[src/rtl/mbist_pkg.sv]
// mbist_pkg: shared types and march element tables for the MBIST sequencer.
//   state_t : controller states
//   op_t    : memory operation (read/write of background "0" or "1")
//   dir_t   : address direction of a march element
//   Table functions give, for a mode (0 = MATS+, 1 = March C-) and element,
//   the last element index, the last op index, the direction and each op.
package mbist_pkg;

   typedef enum logic [1:0] {IDLE, RUN, DRAIN, DONE} state_t;
   typedef enum logic [1:0] {RD0, RD1, WR0, WR1} op_t;
   typedef enum logic {UP, DOWN} dir_t;

   localparam int unsigned ELEM_W = 3;  // up to 6 elements
   localparam int unsigned OPIX_W = 1;  // up to 2 ops per element

   typedef logic [ELEM_W-1:0] elem_t;
   typedef logic [OPIX_W-1:0] opix_t;

   function automatic elem_t last_elem(input logic mode);
      return mode ? elem_t'(5) : elem_t'(2);
   endfunction

   // Single-op elements: the leading w0 of both algorithms and the trailing
   // r0 of March C-; every other element is a read followed by a write.
   function automatic opix_t elem_last_op(input logic mode, input elem_t e);
      if (e == elem_t'(0) || (mode && e == elem_t'(5))) return opix_t'(0);
      return opix_t'(1);
   endfunction

   function automatic dir_t elem_dir(input logic mode, input elem_t e);
      if (!mode) return (e == elem_t'(2)) ? DOWN : UP;
      return (e == elem_t'(3) || e == elem_t'(4)) ? DOWN : UP;
   endfunction

   function automatic op_t elem_op(input logic mode, input elem_t e, input opix_t ix);
      op_t op;
      case ({mode, e, ix})
         {1'b0, 3'd0, 1'b0}: op = WR0;
         {1'b0, 3'd1, 1'b0}: op = RD0;
         {1'b0, 3'd1, 1'b1}: op = WR1;
         {1'b0, 3'd2, 1'b0}: op = RD1;
         {1'b0, 3'd2, 1'b1}: op = WR0;
         {1'b1, 3'd0, 1'b0}: op = WR0;
         {1'b1, 3'd1, 1'b0}: op = RD0;
         {1'b1, 3'd1, 1'b1}: op = WR1;
         {1'b1, 3'd2, 1'b0}: op = RD1;
         {1'b1, 3'd2, 1'b1}: op = WR0;
         {1'b1, 3'd3, 1'b0}: op = RD0;
         {1'b1, 3'd3, 1'b1}: op = WR1;
         {1'b1, 3'd4, 1'b0}: op = RD1;
         {1'b1, 3'd4, 1'b1}: op = WR0;
         {1'b1, 3'd5, 1'b0}: op = RD0;
         default:            op = RD0;
      endcase
      return op;
   endfunction

endpackage

[src/rtl/mbist_resp_chk.sv]
// mbist_resp_chk: read-response checker for the MBIST sequencer.
//   clk, rst        : clock, synchronous active-high reset
//   clear           : clears fail status (accepted start)
//   flush           : drops all in-flight compares (abort)
//   push_vld/exp/addr : a read issued this cycle with its expected data/address
//   rdata           : memory read data, valid RD_LAT cycles after the read
//   fail, fail_addr, fail_count : sticky flag, first failing address,
//                     saturating mismatch count
module mbist_resp_chk #(
   parameter int unsigned ADDR_W = 4,
   parameter int unsigned DATA_W = 8,
   parameter int unsigned RD_LAT = 1,
   parameter int unsigned CNT_W  = 8
) (
   input  logic              clk,
   input  logic              rst,
   input  logic              clear,
   input  logic              flush,
   input  logic              push_vld,
   input  logic [DATA_W-1:0] push_exp,
   input  logic [ADDR_W-1:0] push_addr,
   input  logic [DATA_W-1:0] rdata,
   output logic              fail,
   output logic [ADDR_W-1:0] fail_addr,
   output logic [CNT_W-1:0]  fail_count
);

   logic [RD_LAT-1:0]             vld_q, vld_d;
   logic [RD_LAT-1:0][DATA_W-1:0] exp_q, exp_d;
   logic [RD_LAT-1:0][ADDR_W-1:0] adr_q, adr_d;
   logic                          fail_q, fail_d;
   logic [ADDR_W-1:0]             fail_addr_q, fail_addr_d;
   logic [CNT_W-1:0]              fail_count_q, fail_count_d;
   logic                          mismatch;

   always_ff @(posedge clk) begin
      if (rst) begin
         vld_q        <= '0;
         exp_q        <= '0;
         adr_q        <= '0;
         fail_q       <= 1'b0;
         fail_addr_q  <= '0;
         fail_count_q <= '0;
      end else begin
         vld_q        <= vld_d;
         exp_q        <= exp_d;
         adr_q        <= adr_d;
         fail_q       <= fail_d;
         fail_addr_q  <= fail_addr_d;
         fail_count_q <= fail_count_d;
      end
   end

   always_comb begin
      // Whole-vector shifts keep RD_LAT == 1 legal: stage 0 is the oldest
      // entry shifted out and replaced by this cycle's read.
      vld_d    = vld_q << 1;
      exp_d    = exp_q << DATA_W;
      adr_d    = adr_q << ADDR_W;
      vld_d[0] = push_vld;
      exp_d[0] = push_exp;
      adr_d[0] = push_addr;
      if (flush) vld_d = '0;

      mismatch     = vld_q[RD_LAT-1] && (exp_q[RD_LAT-1] != rdata);
      fail_d       = fail_q;
      fail_addr_d  = fail_addr_q;
      fail_count_d = fail_count_q;
      if (clear) begin
         fail_d       = 1'b0;
         fail_addr_d  = '0;
         fail_count_d = '0;
      end else if (mismatch) begin
         fail_d = 1'b1;
         if (!fail_q) fail_addr_d = adr_q[RD_LAT-1];
         if (fail_count_q != '1) fail_count_d = fail_count_q + 1'b1;
      end
   end

   assign fail       = fail_q;
   assign fail_addr  = fail_addr_q;
   assign fail_count = fail_count_q;

endmodule

[src/rtl/mbist_march_ctrl.sv]
// mbist_march_ctrl: MBIST sequencer running MATS+ (mode 0) or March C-
// (mode 1) over a 2^ADDR_W x DATA_W memory, one op per cycle.
//   clk, rst      : clock, synchronous active-high reset
//   start, abort  : begin test (IDLE/DONE only), abort to IDLE (RUN/DRAIN)
//   mode, bg      : algorithm select and data background, latched on start
//   test_en, busy : high in RUN/DRAIN;  done : high in DONE
//   mem_*         : memory test port; mem_rdata valid RD_LAT after mem_re
//   fail, fail_addr, fail_count : result status
module mbist_march_ctrl import mbist_pkg::*; #(
   parameter int unsigned ADDR_W = 4,
   parameter int unsigned DATA_W = 8,
   parameter int unsigned RD_LAT = 1,
   parameter int unsigned CNT_W  = 8
) (
   input  logic              clk,
   input  logic              rst,
   input  logic              start,
   input  logic              abort,
   input  logic              mode,
   input  logic [DATA_W-1:0] bg,
   output logic              test_en,
   output logic              busy,
   output logic              done,
   output logic [ADDR_W-1:0] mem_addr,
   output logic [DATA_W-1:0] mem_wdata,
   output logic              mem_we,
   output logic              mem_re,
   input  logic [DATA_W-1:0] mem_rdata,
   output logic              fail,
   output logic [ADDR_W-1:0] fail_addr,
   output logic [CNT_W-1:0]  fail_count
);

   localparam int unsigned DRAIN_W = (RD_LAT > 1) ? $clog2(RD_LAT) : 1;

   state_t             state_q, state_d;
   logic               mode_q, mode_d;
   logic [DATA_W-1:0]  bg_q, bg_d;
   elem_t              elem_q, elem_d;
   opix_t              opix_q, opix_d;
   logic [ADDR_W-1:0]  addr_q, addr_d;
   logic [DRAIN_W-1:0] drain_q, drain_d;

   op_t                cur_op;
   dir_t               cur_dir;
   elem_t              nxt_elem;
   logic               op_last, addr_last, elem_last;
   logic               start_acc, flush;
   logic               push_vld;
   logic [DATA_W-1:0]  push_exp;

   assign cur_op    = elem_op(mode_q, elem_q, opix_q);
   assign cur_dir   = elem_dir(mode_q, elem_q);
   assign nxt_elem  = elem_q + 1'b1;
   assign op_last   = (opix_q == elem_last_op(mode_q, elem_q));
   assign addr_last = (cur_dir == UP) ? (addr_q == '1) : (addr_q == '0);
   assign elem_last = (elem_q == last_elem(mode_q));

   // State register
   always_ff @(posedge clk) begin
      if (rst) begin
         state_q <= IDLE;
         mode_q  <= 1'b0;
         bg_q    <= '0;
         elem_q  <= '0;
         opix_q  <= '0;
         addr_q  <= '0;
         drain_q <= '0;
      end else begin
         state_q <= state_d;
         mode_q  <= mode_d;
         bg_q    <= bg_d;
         elem_q  <= elem_d;
         opix_q  <= opix_d;
         addr_q  <= addr_d;
         drain_q <= drain_d;
      end
   end

   // Next state: op index steps first, then address, then element, so all
   // ops at one address complete before the address moves.
   always_comb begin
      state_d   = state_q;
      mode_d    = mode_q;
      bg_d      = bg_q;
      elem_d    = elem_q;
      opix_d    = opix_q;
      addr_d    = addr_q;
      drain_d   = drain_q;
      start_acc = 1'b0;
      flush     = 1'b0;
      unique case (state_q)
         IDLE, DONE: begin
            if (start) begin
               start_acc = 1'b1;
               state_d   = RUN;
               mode_d    = mode;
               bg_d      = bg;
               elem_d    = '0;
               opix_d    = '0;
               addr_d    = '0;  // element 0 is ascending in both algorithms
            end
         end
         RUN: begin
            if (abort) begin
               state_d = IDLE;
               flush   = 1'b1;
            end else if (!op_last) begin
               opix_d = opix_q + 1'b1;
            end else begin
               opix_d = '0;
               if (!addr_last) begin
                  addr_d = (cur_dir == UP) ? addr_q + 1'b1 : addr_q - 1'b1;
               end else if (!elem_last) begin
                  elem_d = nxt_elem;
                  addr_d = (elem_dir(mode_q, nxt_elem) == UP) ? '0 : '1;
               end else begin
                  state_d = DRAIN;
                  drain_d = '0;
               end
            end
         end
         DRAIN: begin
            if (abort) begin
               state_d = IDLE;
               flush   = 1'b1;
            end else if (drain_q == DRAIN_W'(RD_LAT - 1)) begin
               state_d = DONE;
            end else begin
               drain_d = drain_q + 1'b1;
            end
         end
         default: state_d = IDLE;
      endcase
   end

   // Outputs
   always_comb begin
      test_en   = 1'b0;
      busy      = 1'b0;
      done      = 1'b0;
      mem_addr  = '0;
      mem_wdata = '0;
      mem_we    = 1'b0;
      mem_re    = 1'b0;
      push_vld  = 1'b0;
      push_exp  = '0;
      unique case (state_q)
         RUN: begin
            test_en  = 1'b1;
            busy     = 1'b1;
            mem_addr = addr_q;
            unique case (cur_op)
               RD0: begin mem_re = 1'b1; push_vld = 1'b1; push_exp = bg_q;  end
               RD1: begin mem_re = 1'b1; push_vld = 1'b1; push_exp = ~bg_q; end
               WR0: begin mem_we = 1'b1; mem_wdata = bg_q;  end
               WR1: begin mem_we = 1'b1; mem_wdata = ~bg_q; end
               default: ;
            endcase
         end
         DRAIN: begin
            test_en = 1'b1;
            busy    = 1'b1;
         end
         DONE:    done = 1'b1;
         default: ;
      endcase
   end

   mbist_resp_chk #(
      .ADDR_W (ADDR_W),
      .DATA_W (DATA_W),
      .RD_LAT (RD_LAT),
      .CNT_W  (CNT_W)
   ) u_resp_chk (
      .clk        (clk),
      .rst        (rst),
      .clear      (start_acc),
      .flush      (flush),
      .push_vld   (push_vld),
      .push_exp   (push_exp),
      .push_addr  (addr_q),
      .rdata      (mem_rdata),
      .fail       (fail),
      .fail_addr  (fail_addr),
      .fail_count (fail_count)
   );

endmodule

[config.mk]
export PLATFORM = sky130hd
export DESIGN_NAME = mbist_march_ctrl
export DESIGN_NICKNAME = d
export VERILOG_FILES = /design/src/rtl/mbist_pkg.sv /design/src/rtl/mbist_resp_chk.sv /design/src/rtl/mbist_march_ctrl.sv
export SDC_FILE = /design/constraint.sdc
export NUM_CORES = 1
export LEC_CHECK = 0
export ABC_AREA = 1
export BUFFER_PORTS_ARGS = -buffer_cell sky130_fd_sc_hd__buf_4
export CORE_AREA = 2 2 78 80
export DETAILED_ROUTE_END_ITERATION = 6
export DIE_AREA = 0 0 80 82
export PLACE_DENSITY = 0.84
export SYNTH_ARGS = -nofsm -noshare
export SYNTH_HDL_FRONTEND = slang
export SYNTH_HIERARCHICAL = 1
export SYNTH_SLANG_ARGS = --single-unit
export TNS_END_PERCENT = 5
[constraint.sdc]
create_clock -name clk -period 1.9 [get_ports clk]
set_input_delay 0.38 -clock clk [delete_from_list [all_inputs] [get_ports clk]]
set_output_delay 0.38 -clock clk [all_outputs]
set_load 0.02 [all_outputs]
* Word-level counts from Yosys, hierarchy flattened
Memories as Yosys holds them, arrays and structs flattened.
Cells that the tools add are included.
** Storage, ports and cells
- ROM bits :: 64
- Memories kept :: 1
- Register bits :: 46
- Bits in writable memories :: 0
- Bits of input ports :: 21
- Logic and storage cells :: 149
- Bits in latches :: 0
** Memories
- (no name shown) :: depth 32, bits a word 2, read ports 1, clocked after memory_dff 0, write ports 0, line mbist_pkg.sv:37 : case ({mode, e, ix})
** Operators by class
- Magnitude comparators :: 0
- Multiply operators :: 0
- Reductions and logical operators :: 26
- Div/mod/pow operators :: 0
- Equal/unequal tests :: 30
- Multiplexer cells :: 70
- Bitwise gates (word level) :: 3
- Add/sub/neg operators :: 6
- Shift-type cells :: 0
** Operators with widths (count)
- $mux 1 :: 41
- $mux 4 :: 8
- $pmux 8 s2 :: 2
- $mux 3 :: 6
- $ne 3x3->1 const B :: 5
- $mux 2 :: 7
- $ne 2x2->1 const B :: 7
- $reduce_or 2->1 :: 7
- $eq 3x2->1 const B :: 4
- $reduce_and 6->1 :: 2
- $reduce_and 5->1 :: 2
- $eq 3x3->1 const B :: 3
- $add 8x1->8 const B :: 1
- $eq 2x2->1 const B :: 4
- $mux 8 :: 1
- $ne 8x8->1 :: 1
- $ne 8x8->1 const B :: 1
- $not 8->8 :: 1
- $pmux 4 s2 :: 1
- $pmux 2 s3 :: 1
- $pmux 3 s2 :: 1
- $reduce_and 2->1 :: 3
- $add 4x1->4 const B :: 1
- $eq 2x1->1 const B :: 2
- other kinds (15) :: 23

* Longest topological paths before layout
Gate-level depths: netlist of the first run.
- Depth after elaboration :: 21
- Depth in mapped cells :: 16

* By module
The synthesis of the first run kept the hierarchy.
** By module, submodules not included
- mbist_march_ctrl :: seq. area each 380.4 µm², times used 1, cells each 237, area each 1525.2 µm²
- mbist_resp_chk :: seq. area each 520.5 µm², times used 1, cells each 185, area each 1261.2 µm²

* Worst setup path before layout of the first run
No wires, ideal clock.
- Path kind :: register to register
- From :: register elem_q[1]
- To :: register addr_q[3]
- Arrival :: 2.032 ns
- Cell stages (with the launch flop) :: 17
- Period minus slack after synthesis :: 2.102 ns
- Buffers on the path :: 0
- Setup slack :: -0.202 ns
- Data required time :: 1.830 ns
- Library setup time :: 0.070 ns
- Cells stage by stage :: dfxtp_1 > inv_1 > ha_1 > nand2_1 > nand3_2 > nand2_2 > inv_1 > ha_1 > a21oi_1 > nand2_1 > nand2_1 > nand2_1 > nand2_1 > nand2_1 > nand2_1 > nand3_1 > a21oi_1
** On the way
- Word-level cells in the longest chain between the ends :: 16
** Ends and longest elaborated chain
- start: declaration :: line mbist_march_ctrl.sv:39 : elem_t elem_q, elem_d;
- start signal: assignment :: line mbist_march_ctrl.sv:73 : elem_q <= elem_d;
- $add 3x1->3 :: line mbist_march_ctrl.sv:54 : assign nxt_elem = elem_q + 1'b1;
- $eq 3x2->1 (tied with other cells) :: line mbist_pkg.sv:31 : if (!mode) return (e == elem_t'(2)) ? DOWN : UP;
- $mux 1 or $logic_or 1x1->1 (tied branches) :: line mbist_pkg.sv:31, mbist_pkg.sv:32
- $mux 1 (on tied branches) :: line mbist_pkg.sv:31, mbist_pkg.sv:32
- $mux 1 :: line mbist_pkg.sv:32 : return (e == elem_t'(3) || e == elem_t'(4)) ? DOWN : UP;
- $mux 1 :: line mbist_march_ctrl.sv:114 : end else if (!elem_last) begin
- $mux 1 :: line mbist_march_ctrl.sv:112 : if (!addr_last) begin
- $mux 1 :: line mbist_march_ctrl.sv:108 : end else if (!op_last) begin
- $mux 1 :: line mbist_march_ctrl.sv:105 : if (abort) begin
- $mux 1 :: line mbist_march_ctrl.sv:92 : unique case (state_q)
- $mux 4 :: line mbist_march_ctrl.sv:116 : addr_d = (elem_dir(mode_q, nxt_elem) == UP) ? '0 : '1;
- $mux 4 :: line mbist_march_ctrl.sv:114
- $mux 4 :: line mbist_march_ctrl.sv:112
- $mux 4 :: line mbist_march_ctrl.sv:108
- $mux 4 :: line mbist_march_ctrl.sv:105
- $pmux 4 s2 :: line mbist_march_ctrl.sv:92
- end signal: assignment :: line mbist_march_ctrl.sv:75 : addr_q <= addr_d;
- end: declaration :: line mbist_march_ctrl.sv:41 : logic [ADDR_W-1:0] addr_q, addr_d;
Parallel ways exist; a longest one is shown, timed or not. The select of a mux whose other input is x is not followed.
A chain may end at the register's enable or synchronous reset.

* Final worst setup path of the first run
- From :: register elem_q[0]
- To :: output port mem_re
** On the way
- Word-level cells in the longest chain between the ends :: 5
** Ends and longest elaborated chain
- $mem_v2 32x2 (*)
- $eq 2x1->1 or $logic_not 2->1 (tied branches) :: line mbist_march_ctrl.sv:153 : unique case (cur_op)
- $reduce_or 2->1 (no line) (*)
- $mux 1 (*) :: line mbist_march_ctrl.sv:153
- $mux 1 (*) :: line mbist_march_ctrl.sv:148 : unique case (state_q)
- end: declaration :: line mbist_march_ctrl.sv:27 : output logic mem_re,
Every way passes the cells marked *; elsewhere a longest branch is shown, timed or not.

==> out/results.tsv, run 1 <==
metric	value	unit
stdcell_count	589	
ios	51	
numPortBuffers	50	
drt_wl_total	8.18	mm
grt_pass1_vias	2859	
clock-sinks	45	
first_iter_violations	230	
syn_area	0.00279	mm2
grt_use_met3	3.41	%
htree_levels	2	
cp_max_fo	4	
diodes	0	
synth_cells	422	
drv_cap	0	
post-route-min-period	2350	ps
hp-class	in -> reg	
rsz0062_at_grt	yes	
tightest_slew	535	ps
syn_avg_cell_area	6.60	um2
fp.dieArea	0.00656	mm2
cp_num_buf_inv	4	
finalNetCount	549	
ir_worst_vdd	588	uV
overflow	0	
critical-path-top-delay-family	buffers and inverters	
cp-start-kind	register	
worst_hold_slack	333	ps
row_count	28	
relSlewSlack	64.0	%
cp_cell_sequence	inv_4, ha_4, o21ai_2, nand2_1, o211ai_1, buf_4, buf_4, nor2_4, buf_6	
place_hpwl	5.15	mm
placed_cells	575	
crit_type	reg -> out	
crit_path_frequent_cell	buf_4	
cpPeakStageDelay	370	ps
cts_buffers	5	
finalWorstSetupSlack	-452	ps
cp.required	1520	ps
syn_nets	458	
vias	3054	
grt_usage	24.8	%
hold_violations	0	
netlist.area_leader.share	32.3	%
root_buffer	clkbuf_8	
initial_core_util	48.5	%
drv_slew	0	
yosys_warnings	6	
wire_per_inst	13.9	um
ys_seq_elements	45	
violations	negative setup slack	
cpMaxStageDelayCell	dfxtp_4	
grt_first_pass_wirelength	12.7	mm
final_min_period_over_clock_period	124	%
die_w	80	um
insertion_delay	300	ps
use_met1	27.2	%
via_per_inst	5.19	
skew	10.5	ps
first_pass_iters	5	
p_leak	0.00183	uW
yosysTopAreaCell	dfxtp_1	
powerDensity	1150	mW/mm2
clkSlewWorstSetupHoldPaths	90	ps
synth_cell_type_count	31	
finalWeightedCongestion	0.896	
met2_usage	47.5	%
outcome	finished with violations	
p_total	4520	uW
fmax	425	MHz
area_growth	41.0	%
top_usage_layer	met2	
antenna_found_initial	0	
grt_start_max_net_pins	23	
cts_buffer_depth	2	
finalSetupViolCount	28	
drc	0	
arrival	1970	ps
core_area	0.00575	mm2
ys_seq_area_share	32.3	%
die_h	82	um
netlist_top_cells_area	dfxtp_1, nand2_1, nor2_1	
tritoncts	yes	
pre_cts_slack	-182	ps
postRouteAntennaNets	0	
layout-drive-gt1-share	32.7	%
crit_path_end_kind	primary output	
## worst paths after layout
| path | startpoint | end | slack, ps | cells after the start |
|---|---|---|---|---|
| min reg2reg | u_resp_chk/adr_q[2] | u_resp_chk/fail_addr[2] | 460 | 2 |
| max reg2reg | elem_q[0] | addr_q[3] | -350 | 17 |
| max | elem_q[0] | mem_re | -450 | 9 |
| min | bg[1] | bg_q[1] | 330 | 3 |
## placed cells by master (no fill, tap or decap), types with 3 or more instances in the layout
cell type	instances
nand3_1	19
nand3b_1	4
buf_4	78
xnor2_2	6
buf_6	12
nor2_2	9
nand3_2	8
nor2_1	65
clkbuf_8	6
dfxtp_1	42
o21ai_2	3
inv_2	6
nand2_2	9
inv_1	66
a21oi_1	13
nor2_4	12
o21ai_1	3
ha_4	4
nand4_1	8
nand2_1	92
xnor2_1	6
o21ai_0	12
ha_1	9
## sequential cells by signal, summed over array words and instances (netlist names), 2 cells and up
| register | cells |
|---|---|
| u_resp_chk/exp_q | 8 |
| bg_q | 8 |
| u_resp_chk/adr_q | 4 |
| u_resp_chk/fail_addr | 4 |
| elem_q | 3 |
| state_q | 2 |
| u_resp_chk/fail_count | 8 |
| addr_q | 4 |
## area by class of cell
type | instances | area [um2]
Timing Repair Buffer | 91 | 741
Sequential cell | 45 | 910
Clock inverter | 1 | 30.0
Multi-Input combinational cell | 295 | 1780
Fill cell | 421 | 1820
Tap cell | 75 | 93.8
Inverter | 75 | 287
Clock buffer | 7 | 86.3
## metal layers
layer  wire [um]  up-vias
li1            -     1475
met1        3100     1397
met2        4230      142
met3         499       40
met4         350        0
met5           0        -
## stage by stage
step / instance area (um2) / TNS [ps] / util, %
floorplan: 2880 / 0 / -
global placement: 3570 / -429 / 62.1
detailed placement: 3570 / -1610 / 62.1
CTS: 3850 / -3970 / 67.0
global route: 3930 / -8220 / 68.4
finish: 3930 / -5780 / 68.4
## repair_timing
| item | CTS | global route |
|---|---|---|
| gates cloned | 1 | 0 |
| pin swaps | 17 | 6 |
| hold buffers | 0 | 0 |
| buffers inserted | 5 | 4 |
| gates resized for setup | 33 | 12 |
| endpoints found under the setup margin | 20 | 27 |
## report_power, final
group	total, uW	internal (uW)	switching [uW]	leakage (uW)
Clock	758	429	329	0.0000585
Sequential	1180	1060	119	0.000368
Combinational	2580	1150	1430	0.00141
## cells by family (layout without fill, tap and decap cells)
family,after synthesis,count (layout),synth area share [%]
DFF,45,45,32.3
xor gates and xnor gates,13,13,4.09
buffers and inverters,83,174,11.9
and+or+nand+nor,229,230,36.8
AOI/OAI and AO/OA,37,37,7.81
adders and majority gates,15,15,7.01
## synthesized netlist by cell type (all sizes together)
cell type / number
nand2: 102
nor2: 86
inv: 74
dfxtp: 45
nand3: 27
o21ai: 18
a21oi: 16
ha: 14
xnor2: 12
nand4: 8
clkbuf: 5
nand3b: 4
buf: 3
o211ai: 2
a211oi: 1
clkinv: 1
fa: 1
nor3: 1
nor3b: 1
xor2: 1
## tightest hold or removal path, stage by stage
cell and delay [ps]:
buf_4 70, o21ai_0 70, nor2_1 80
No activity file was read; power rests on OpenSTA's default activity.
==> run 2: changes to the inputs <==
--- a/config.mk
+++ b/config.mk
@@ -7,10 +7,10 @@
 export LEC_CHECK = 0
 export ABC_AREA = 1
 export BUFFER_PORTS_ARGS = -buffer_cell sky130_fd_sc_hd__buf_4
-export CORE_AREA = 2 2 78 80
+export CORE_AREA = 2 2 74 76
 export DETAILED_ROUTE_END_ITERATION = 6
-export DIE_AREA = 0 0 80 82
-export PLACE_DENSITY = 0.84
+export DIE_AREA = 0 0 76 78
+export PLACE_DENSITY = 0.88
 export SYNTH_ARGS = -nofsm -noshare
 export SYNTH_HDL_FRONTEND = slang
 export SYNTH_HIERARCHICAL = 1
==> constraint.sdc (replaced) <==
create_clock -name clk -period 2.6 [get_ports clk]
set_input_delay 0.52 -clock clk [delete_from_list [all_inputs] [get_ports clk]]
set_output_delay 0.52 -clock clk [all_outputs]
set_load 0.02 [all_outputs]
==> run 2 against run 1 <==
Compared with the run above:
- the flow now finishes without violations
- critical path depth down 1
- flip-flop and latch count is the same
- worst setup slack gained 540 ps
- critical path type unchanged
- largest power group unchanged
- highest routed layer unchanged
==> out/results.tsv, run 2 (same netlist as run 1, synthesis figures left out) <==
metric	value	unit	change
finalWeightedCongestion	0.891		-0.49%
grt_pass1_vias	2466		-14%
crit_type	reg -> out		
cp-start-kind	register		
cpPeakStageDelay	380	ps	about the same
htree_levels	2		unchanged
via_per_inst	4.91		-5.2%
p_leak	0.00160	uW	-13%
tightest_slew	457	ps	-78.1 ps
reg2regPathDepth	16		-1
worstHoldStart	u_resp_chk/adr_q[1]		
nFillCells	435		+3.3%
grt_first_pass_wirelength	10.4	mm	-19%
overflow	0		unchanged
insertion_delay	290	ps	about the same
stdcell_count	545		-7.5%
drc	0		unchanged
drv_cap	0		unchanged
crit_path_end_kind	primary output		
finalNetCount	510		-7.1%
postRouteAntennaNets	0		unchanged
ios	51		unchanged
worst_hold_slack	459	ps	+126 ps
layout-drive-gt1-share	21.7	%	-11 points
placed_cells	535		-7.0%
critical-path-top-delay-family	simple AND/OR/NAND/NOR gates		
area_growth	21.3	%	
cp_max_fo	5		+1
cp.required	2080	ps	+560 ps
fmax	399	MHz	
skew	4.21	ps	-6.33 ps
tritoncts	yes		
rr_startpoint	elem_q[1]		
cts_hold_buf	0		unchanged
use_met1	24.2	%	-3.0 points
die_h	78	um	-4.9%
finalSetupViolCount	0		-100%
outcome	finished, final reports clean		
r2r_end	addr_q[3]		
cp_num_buf_inv	2		-2
fp.dieArea	0.00593	mm2	-9.6%
relSlewSlack	69.5	%	+5.5 points
ir_worst_vdd	475	uV	-19%
cp_cell_sequence	clkinvlp_4, ha_4, o21ai_2, nand2_1, o211ai_1, nand2_2, nor2_2, buf_4		
cts_buffers	5		unchanged
diodes	0		unchanged
powerDensity	757	mW/mm2	-34%
drt_wl_total	6.11	mm	-25%
utilization	67.0	%	-1.4 points
hp-class	reg -> reg		
grt_use_met3	4.19	%	+0.78 points
mostFrequentLayoutCell	nand2_1		
vias	2678		-12%
first_iter_violations	104		-55%
grt_start_max_net_pins	23		unchanged
first_pass_iters	4		-1
final_min_period_over_clock_period	96.4	%	
wire_per_inst	11.2	um	-19%
post-route-min-period	2510	ps	
layout_common_cells	nand2_1, nor2_1, inv_1		
row_count	26		-7.1%
numPortBuffers	50		unchanged
cpMaxStageDelayCell	dfxtp_4		
hold_violations	0		unchanged
top_usage_layer	met2		
die_w	76	um	-5.0%
holdPathStages	2		-1
met2_usage	38.0	%	-9.5 points
clock-sinks	45		unchanged
antenna_found_initial	0		unchanged
root_buffer	clkbuf_8		
place_hpwl	4.50	mm	-13%
initial_core_util	55.3	%	+6.8 points
whs_endpoint	u_resp_chk/fail_addr[1]		
cts_buffer_depth	2		unchanged
clkSlewWorstSetupHoldPaths	80	ps	about the same
reg2reg_slack	270	ps	+620 ps
arrival	1990	ps	+20 ps
core_area	0.00504	mm2	-12%
grt_usage	21.1	%	-3.6 points
drv_slew	0		unchanged
run 2: how the worst max path moves through the flow:
| stage | cells after the start | startpoint | slack, ps | endpoint |
|---|---|---|---|---|
| global placement | 8 | elem_q[0] | 360 | mem_wdata[1] |
| detailed placement | 16 | elem_q[1] | 190 | addr_q[3] |
| floorplan | 7 | elem_q[0] | 390 | mem_wdata[0] |
| finish | 8 | elem_q[0] | 90 | mem_wdata[4] |
| CTS | 8 | elem_q[0] | 7 | mem_wdata[4] |
| global route | 8 | elem_q[0] | -50 | mem_wdata[2] |
run 2: metrics by stage:
stage               setup WS (ps)  setup TNS, ps  instance area, um2  total power (uW)
detailed placement            193              0                3210              1930
finish                       92.5              0                3380              2560
global placement              355              0                3210              1890
floorplan                     390              0                2790              1660
global route                -52.3           -172                3380              2750
CTS                          7.49              0                3330              2480
run 2: final cells by class:
cell class | count | area (um2) | share of cell area (%)
Inverter | 75 | 288 | 8.52
Multi-Input combinational cell | 295 | 1590 | 47.1
Timing Repair Buffer | 52 | 390 | 11.6
Clock inverter | 1 | 30.0 | 0.889
Sequential cell | 45 | 906 | 26.8
Clock buffer | 7 | 86.3 | 2.55
Tap cell | 70 | 87.6 | 2.59
run 2: worst min-delay path: cells and delay by family (launching register included):
family / cells / cell delay (ps)
DFF: 1 / 310
and+or+nand+nor: 2 / 120
run 2: where the power goes:
group	switching, uW	total [uW]	internal, uW	leakage, uW
registers	102	875	773	0.000367
clock network	224	538	313	0.0000585
logic	717	1150	429	0.00118
total	1040	2560	1520	0.00160
run 2: what timing repair did:
| item | in CTS | in global routing |
|---|---|---|
| gates resized for setup | 3 | 11 |
| hold endpoints to repair | 0 | 0 |
| endpoints found under the setup margin | 9 | 10 |
| buffers inserted | 0 | 1 |
| pin swaps | 0 | 4 |
| cloned | 0 | 1 |
run 2: metal layers:
metal	routed length [um]	vias up
met2	3020	76
met4	195	0
met5	0	-
li1	-	1395
met3	322	21
met1	2580	1186
==> run 3: changes to the inputs <==
--- a/config.mk
+++ b/config.mk
@@ -7,10 +7,10 @@
 export LEC_CHECK = 0
 export ABC_AREA = 1
 export BUFFER_PORTS_ARGS = -buffer_cell sky130_fd_sc_hd__buf_4
-export CORE_AREA = 2 2 74 76
+export CORE_AREA = 2 2 72 74
 export DETAILED_ROUTE_END_ITERATION = 6
-export DIE_AREA = 0 0 76 78
-export PLACE_DENSITY = 0.88
+export DIE_AREA = 0 0 74 76
+export PLACE_DENSITY = 0.92
 export SYNTH_ARGS = -nofsm -noshare
 export SYNTH_HDL_FRONTEND = slang
 export SYNTH_HIERARCHICAL = 1
==> constraint.sdc (replaced) <==
create_clock -name clk -period 2.9 [get_ports clk]
set_input_delay 0.58 -clock clk [delete_from_list [all_inputs] [get_ports clk]]
set_output_delay 0.58 -clock clk [all_outputs]
set_load 0.02 [all_outputs]
==> run 3 against run 2 <==
Compared with the run above:
- clock power shrank 11%
- wire length shrank 2.8%
- worst setup slack gained 180 ps
- critical path type unchanged
==> out/results.tsv, run 3 (same netlist as run 1, synthesis figures left out) <==
metric	value	unit	change
arrival	2050	ps	+60 ps
cts_hold_buf	0		unchanged
relSlewSlack	68.9	%	-0.60 points
layout-drive-gt1-share	19.3	%	-2.4 points
clock-sinks	45		unchanged
numPortBuffers	50		unchanged
pre_cts_slack	495	ps	+302 ps
skew	2.88	ps	-1.34 ps
die_h	76	um	-2.6%
grt_usage	22.3	%	+1.1 points
grt_start_max_net_pins	23		unchanged
power_frac_seq	35.1	%	+0.9 points
finalWorstSetupSlack	271	ps	+179 ps
die_w	74	um	-2.6%
core_area	0.00491	mm2	-2.6%
fmax	380	MHz	
endpoint	mem_wdata[7]		
antenna_found_initial	0		unchanged
power_frac_comb	43.2	%	-1.6 points
diodes	0		unchanged
via_per_inst	4.96		+0.93%
rr_startpoint	elem_q[1]		
drt_wl_total	5.94	mm	-2.8%
cp.required	2320	ps	+240 ps
root_buffer	clkbuf_8		
grt_pass1_vias	2481		+0.61%
row_count	26		unchanged
insertion_delay	290	ps	about the same
tightest_slew	466	ps	+9.56 ps
crit_type	reg -> out		
grt_first_pass_wirelength	10.1	mm	-2.8%
p_sw_share	40.4	%	-0.40 points
outcome	finished, final reports clean		
r2r_end	addr_q[3]		
cp_max_fo	9		+4
startpoint	elem_q[0]		
place_hpwl	4.53	mm	+0.65%
fp.dieArea	0.00562	mm2	-5.1%
intPower	1320	uW	-13%
drc	0		unchanged
wire_per_inst	11.0	um	-2.3%
mostFrequentLayoutCell	nand2_1		
hp-class	reg -> reg		
cts_buffers	5		unchanged
dpl-instance-area	0.00320	mm2	-0.23%
cts_buffer_depth	2		unchanged
crit_path_end_kind	primary output		
rsz0062_at_grt	no		
switching_power	895	uW	-14%
p_leak	0.00159	uW	-0.77%
finalNetCount	507		-0.59%
ios	51		unchanged
placed_cells	534		-0.19%
fin_tns_setup	0	ps	unchanged
reg2reg_slack	470	ps	+200 ps
initial_core_util	56.7	%	+1.5 points
ir_worst_vdd	388	uV	-18%
postRouteAntennaNets	0		unchanged
first_iter_violations	99		-4.8%
vias	2688		+0.37%
final_min_period_over_clock_period	90.6	%	
stdcell_count	542		-0.55%
reg2regPathDepth	16		unchanged
clkSlewWorstSetupHoldPaths	80	ps	about the same
cp-start-kind	register		
hold_violations	0		unchanged
p_clk_share	21.7	%	+0.7 points
drv_cap	0		unchanged
drv_slew	0		unchanged
finalWeightedCongestion	0.885		-0.73%
layout_common_cells	nand2_1, nor2_1, inv_1		
htree_levels	2		unchanged
final_cell_area	0.00332	mm2	-1.7%
finalSetupViolCount	0		unchanged
overflow	0		unchanged
post-route-min-period	2630	ps	
tritoncts	yes		
area_growth	19.2	%	
utilization	67.6	%	+0.58 points
first_pass_iters	5		+1
powerDensity	668	mW/mm2	-12%
-- run 3: cell count changes in the layout (fill, tap and decap cells not counted), moves of 2 or more --
cell,delta
ha_1,+2
nor2_1,+4
buf_4,-2
nor2_2,-4
-- run 3: worst min-delay path by stage --
stage	start	endpoint	slack [ps]	depth (start not counted)
after floorplan	u_resp_chk/adr_q[0]	u_resp_chk/fail_addr[0]	430	2
after global placement	u_resp_chk/adr_q[1]	u_resp_chk/fail_addr[1]	440	2
after detailed placement	u_resp_chk/adr_q[1]	u_resp_chk/fail_addr[1]	450	2
after CTS	u_resp_chk/adr_q[2]	u_resp_chk/fail_addr[2]	470	2
after global routing	u_resp_chk/adr_q[2]	u_resp_chk/fail_addr[2]	480	2
final	u_resp_chk/adr_q[2]	u_resp_chk/fail_addr[2]	470	2
-- run 3: cell type report --
type / instances / area, um2
fillers: 406 / 1590
multi-input cells: 294 / 1560
flip-flops and latches: 45 / 902
repair buffers: 50 / 375
inverters: 75 / 284
well taps: 70 / 87.6
clock buffers: 7 / 86.3
clock inverters: 1 / 30.0
-- run 3: timing repair --
| action | 4_1_cts | 5_1_grt |
|---|---|---|
| resized for setup | 0 | 2 |
| buffers inserted | 0 | 0 |
| endpoints found under the setup margin | 0 | 8 |
-- run 3: power groups by stage --
stage          logic [uW]  clock network (uW)  registers (uW)
2_1_floorplan         709                   0             777
3_3_place_gp          904                   0             785
3_5_place_dp          932                   0             791
4_1_cts               946                 487             776
5_1_grt              1070                 519             793
6_report              959                 481             779
-- run 3: routing by layer --
| metal | global-route usage, % | part of all wire, % | vias up | wire [um] |
|---|---|---|---|---|
| li1 | - | - | 1380 | - |
| met1 | 25.4 | 42 | 1225 | 2470 |
| met2 | 40.3 | 52 | 77 | 3080 |
| met3 | 4.23 | 5.1 | 6 | 303 |
| met4 | 7.45 | 1.4 | 0 | 86 |
| met5 | 0 | 0 | - | 0 |
-- run 3: worst max-delay path, cell delays in order (launching register included) --
cell and delay, ps:
dfxtp_2 390, inv_1 120, ha_1 350, o21ai_0 190, nand2_1 90, o211ai_1 140
nand2_2 170, nor2_1 150, buf_4 150
-- run 3: per-stage QoR --
| stage | total power, uW | hold slack [ps] |
|---|---|---|
| after floorplan | 1490 | 431 |
| after global placement | 1690 | 438 |
| after detailed placement | 1720 | 448 |
| after CTS | 2210 | 468 |
| after global routing | 2390 | 483 |
| final | 2220 | 470 |
